[src/rtl/ct_loader.sv]
// Ciphertext loader: writes a length-prefixed byte stream (L, then L bytes) into ct_mem at 0..L.
// Latency: an accepted byte is written on the next cycle; done pulses two cycles after the final accept.
// Backpressure: in_ready is high only in LEN/DATA; in_valid=0 stalls with no write and no state change.
module ct_loader #(
  parameter int MEM_DEPTH = 256
) (
  input  logic                         clk,
  input  logic                         rst_n,
  input  logic                         en,
  output logic                         rdy,
  input  logic                         in_valid,
  output logic                         in_ready,
  input  logic [7:0]                   in_data,
  output logic [$clog2(MEM_DEPTH)-1:0] ct_addr,
  output logic [7:0]                   ct_wrdata,
  output logic                         ct_wren,
  output logic                         done,
  output logic [7:0]                   checksum
);

  localparam int AW = $clog2(MEM_DEPTH);

  typedef enum logic [1:0] {
    IDLE  = 2'd0,
    LEN   = 2'd1,
    DATA  = 2'd2,
    FLUSH = 2'd3
  } state_t;

  state_t state_q, state_d;

  // Datapath registers; the write port is fully registered so ct_mem sees clean flop outputs.
  logic [7:0]    len_q, len_d;
  logic [AW-1:0] index_q, index_d;
  logic [7:0]    checksum_q, checksum_d;
  logic          ct_wren_q, ct_wren_d;
  logic [AW-1:0] ct_addr_q, ct_addr_d;
  logic [7:0]    ct_wrdata_q, ct_wrdata_d;
  logic          done_q, done_d;

  // Handshake qualifier shared by the next-state and datapath logic.
  logic accept;

  // State register; reset parks the FSM in IDLE and aborts any job in flight.
  always_ff @(posedge clk or negedge rst_n) begin
    if (!rst_n) begin
      state_q <= IDLE;
    end else begin
      state_q <= state_d;
    end
  end

  // Next-state logic: en is only looked at in IDLE, so a pulse mid-job is simply ignored.
  always_comb begin
    state_d = state_q;
    case (state_q)
      IDLE: begin
        if (en) state_d = LEN;
      end
      LEN: begin
        if (accept) state_d = (in_data == 8'd0) ? FLUSH : DATA;
      end
      DATA: begin
        if (accept && (index_q == AW'(len_q))) state_d = FLUSH;
      end
      FLUSH: begin
        state_d = IDLE;
      end
      default: state_d = IDLE;
    endcase
  end

  // Output decode from the current state; rdy and in_ready are never high together.
  always_comb begin
    rdy      = 1'b0;
    in_ready = 1'b0;
    case (state_q)
      IDLE:    rdy      = 1'b1;
      LEN:     in_ready = 1'b1;
      DATA:    in_ready = 1'b1;
      FLUSH:   in_ready = 1'b0;
      default: rdy      = 1'b0;
    endcase
    accept = in_ready & in_valid;
  end

  // Datapath next values: latch L, walk the index, fold data into the checksum, stage the write.
  always_comb begin
    len_d       = len_q;
    index_d     = index_q;
    checksum_d  = checksum_q;
    ct_wren_d   = 1'b0;
    ct_addr_d   = ct_addr_q;
    ct_wrdata_d = ct_wrdata_q;
    // FLUSH always lasts one cycle, so done lands on the first IDLE cycle together with rdy.
    done_d      = (state_q == FLUSH);
    case (state_q)
      IDLE: begin
        if (en) checksum_d = 8'd0;
      end
      LEN: begin
        if (accept) begin
          len_d       = in_data;
          index_d     = AW'(1);
          ct_wren_d   = 1'b1;
          ct_addr_d   = '0;
          ct_wrdata_d = in_data;
        end
      end
      DATA: begin
        if (accept) begin
          ct_wren_d   = 1'b1;
          ct_addr_d   = index_q;
          ct_wrdata_d = in_data;
          checksum_d  = checksum_q ^ in_data;
          // Hold the index on the last byte so L=255 never wraps back to address 0.
          if (index_q != AW'(len_q)) index_d = index_q + AW'(1);
        end
      end
      default: begin
      end
    endcase
  end

  // Datapath registers; everything clears asynchronously so outputs hit reset values at once.
  always_ff @(posedge clk or negedge rst_n) begin
    if (!rst_n) begin
      len_q       <= 8'd0;
      index_q     <= '0;
      checksum_q  <= 8'd0;
      ct_wren_q   <= 1'b0;
      ct_addr_q   <= '0;
      ct_wrdata_q <= 8'd0;
      done_q      <= 1'b0;
    end else begin
      len_q       <= len_d;
      index_q     <= index_d;
      checksum_q  <= checksum_d;
      ct_wren_q   <= ct_wren_d;
      ct_addr_q   <= ct_addr_d;
      ct_wrdata_q <= ct_wrdata_d;
      done_q      <= done_d;
    end
  end

  assign ct_wren   = ct_wren_q;
  assign ct_addr   = ct_addr_q;
  assign ct_wrdata = ct_wrdata_q;
  assign done      = done_q;
  assign checksum  = checksum_q;

endmodule

[config.mk]
export PLATFORM = sky130hd
export DESIGN_NAME = ct_loader
export DESIGN_NICKNAME = d
export VERILOG_FILES = /design/src/rtl/ct_loader.sv
export SDC_FILE = /design/constraint.sdc
export NUM_CORES = 1
export LEC_CHECK = 0
export CORE_MARGIN = 2
export CORE_UTILIZATION = 62
export DETAILED_ROUTE_END_ITERATION = 10
export DONT_BUFFER_PORTS = 1
export GPL_ROUTABILITY_DRIVEN = 0
export PLACE_DENSITY = 0.78
export SLEW_MARGIN = 0
export SYNTH_ARGS = -nofsm -noshare
export SYNTH_HDL_FRONTEND = slang
export SYNTH_SLANG_ARGS = --single-unit
[constraint.sdc]
create_clock -name clk -period 4.7 [get_ports clk]
set_input_delay 0.94 -clock clk [delete_from_list [all_inputs] [get_ports clk]]
set_output_delay 0.94 -clock clk [all_outputs]
set_load 0.05 [all_outputs]
==> impl_metrics.toml <==
[die]
die_y_um = 62.11
ios = 40
initial_core_util = 0.6373
die_w_um = 62.11
core_um2 = 3284
die-area_um2 = 3857
row_count = 21

[clock_tree]
htree_levels = 2
clk_pin_slew_worst_paths_ns = 0.12
cts_setup_buffers = 0
cts_tree = "done"
cts-root-buf = "clkbuf_4"
cts_hold_buffers = 0
cts_buffers = 5
cts.path.max_buffers = 2
cts_resized = 0
clkLatencyLatePin_ns = 0.35
cts_sinks = 44

[timing]
min_period_ns = 2.703
fin_skew_ns = 0.005328
clock.fmax_mhz = 370.0
tightest_slew_ns = 0.8629
post-route-period-util = 0.5750
final-max-slew-violation-count = 0
slew_headroom = 0.4203
grt_setup_unrepaired = "false"
hold_slack_ns = 0.2627
tns_ns = 0
finalHoldViolCount = 0
finalSetupViolCount = 0

[synthesis]
synth_top_area_share = 0.5260
synth_warnings = 0
syn_nets = 213
synthTopCellsByArea = "dfrtp_1 (53%), mux2_2 (9.1%), xor2_1 (6.7%), nand2_1 (5.6%), nor2_1 (3.2%)"
ys_types = 30
yosysTopAreaCell = "dfrtp_1"
synth_area_um2 = 2093
synth_cells = 196
synth-seq-cells = 44
synth_area_per_cell_um2 = 10.68
synthAdderAreaFrac = 0.02989
yosysSeqAreaShare = 0.5260
synth_compound_area_frac = 0.08010
synth-simple-area-share = 0.1554
synth_xor_area_frac = 0.06695
synthMuxAreaShare = 0.1118
synth_top_family_by_area = "simple AND/OR/NAND/NOR gates"

[finish]
fillers = 286
antenna_cells = 0
drive_gt1_frac = 0.1333
final_cell_mix = "dfrtp_1 (44), nand2_1 (31), nor2_1 (18)"
seq_area_um2 = 1101
nets = 211
multiInputGateArea_um2 = 929.6
mostFrequentLayoutCell = "dfrtp_1"
syn2layout_area_growth_pct = 4.303

[setup_path]
crit_type = "reg -> reg"
cp-start-kind = "flop"
cp.required_ns = 4.91
cp-end-kind = "flop"
critical_path_arrival_ns = 2.91
path_max_fanout = 10

[run_status]
status = "finished clean"

[routing]
drt-total-wl_um = 3805
wl_per_cell_um = 15.79
vias_per_cell = 5.809
dr.pass1.iters = 4
drtIter0Drc = 136
drc = 0
vias = 1400
drt.antenna.violating_nets = 0

[global_route]
grt_usage = 0.2209
grt_max_degree = 45
overflow = 0
grt_pass1_wl_um = 6796
grt_pass1_vias = 1490
grt_antenna_before_repair = 0

[job]
drv_cap = 0

[place]
portBuffers = 0
dp_hpwl_um = 2716

[hold_path]
worstHoldPathType = "in -> async"
[metal layers]
metal	vias to the layer above	wire, um	part of all wire	GRT usage
met1	687	1640	0.43	0.2663
met4	0	61	0.016	0.09167
met2	40	1862	0.49	0.3696
met5	-	0	0	0
met3	6	241	0.063	0.06884
li1	667	-	-	-
[critical path, stage by stage, from the launching register on]
cell     delay (ns)
dfrtp_1        0.46
inv_1          0.09
ha_1           0.64
nand2_1        0.38
a21oi_1        0.63
nand2_1        0.14
xor2_1         0.16
nor2_1         0.06
[final cells by class]
class,count,area share
Sequential cell,44,0.5043
Multi-Input combinational cell,138,0.4258
Tap cell,46,0.02636
Clock buffer,6,0.01891
Clock inverter,2,0.01605
Inverter,5,0.008596
[kinds of logic after synthesis]
logic type	after synthesis
adder cells (fa/ha/maj)	5
AND/OR/NAND/NOR	70
AO/OA/AOI/OAI	26
flip-flops	44
XOR/XNOR	16
buffers and inverters	14
multiplexers	21
[state kept, by name, indices dropped and copies added, names as in the netlist]
register   cells
ct_wren        1
checksum       8
index_q        8
state_q        2
done           1
len_q          8
ct_addr        8
ct_wrdata      8
[stage by stage]
stage | instances | util | worst slack [ns] | cell area (um2)
6_report | 241 | 0.6648 | 1.997 | 2183
2_1_floorplan | 196 | - | 2.419 | 2093
5_1_grt | 241 | 0.6648 | 1.738 | 2183
3_5_place_dp | 233 | 0.6415 | 2.024 | 2107
4_1_cts | 241 | 0.6648 | 2.013 | 2183
3_3_place_gp | 233 | 0.6415 | 2.170 | 2107
[cells in the mapped netlist]
master / instances
a211o_1: 1
a21oi_1: 8
a221o_1: 2
a31oi_1: 2
a41o_1: 2
a41oi_1: 1
and2_1: 1
and3_1: 3
buf_2: 2
buf_6: 1
clkbuf_1: 6
dfrtp_1: 44
ha_1: 5
inv_1: 5
mux2_1: 2
mux2_2: 17
mux2i_1: 2
nand2_1: 31
nand2b_1: 1
nand3_1: 5
nand4_1: 2
nand4b_1: 1
nor2_1: 18
nor2b_1: 1
nor3_1: 3
nor4_2: 2
nor4b_1: 2
o211ai_1: 3
o21ai_0: 7
xor2_1: 16
[worst paths after layout]
path	startpoint	to	slack, ns	cells after the start
min in group clk	len_q[5]	len_q[5]	0.54	1
max reg2reg	state_q[0]	checksum[0]	2.00	7
max in group asynchronous	rst_n	state_q[1]	4.36	0
min reg2reg	len_q[5]	len_q[5]	0.54	1
min	rst_n	ct_wrdata[6]	0.26	0
max	state_q[0]	checksum[0]	2.00	7
Power is left out: the tool's default activity adds up to more than one toggle a clock period on the data nets, which glitch-free logic cannot reach.
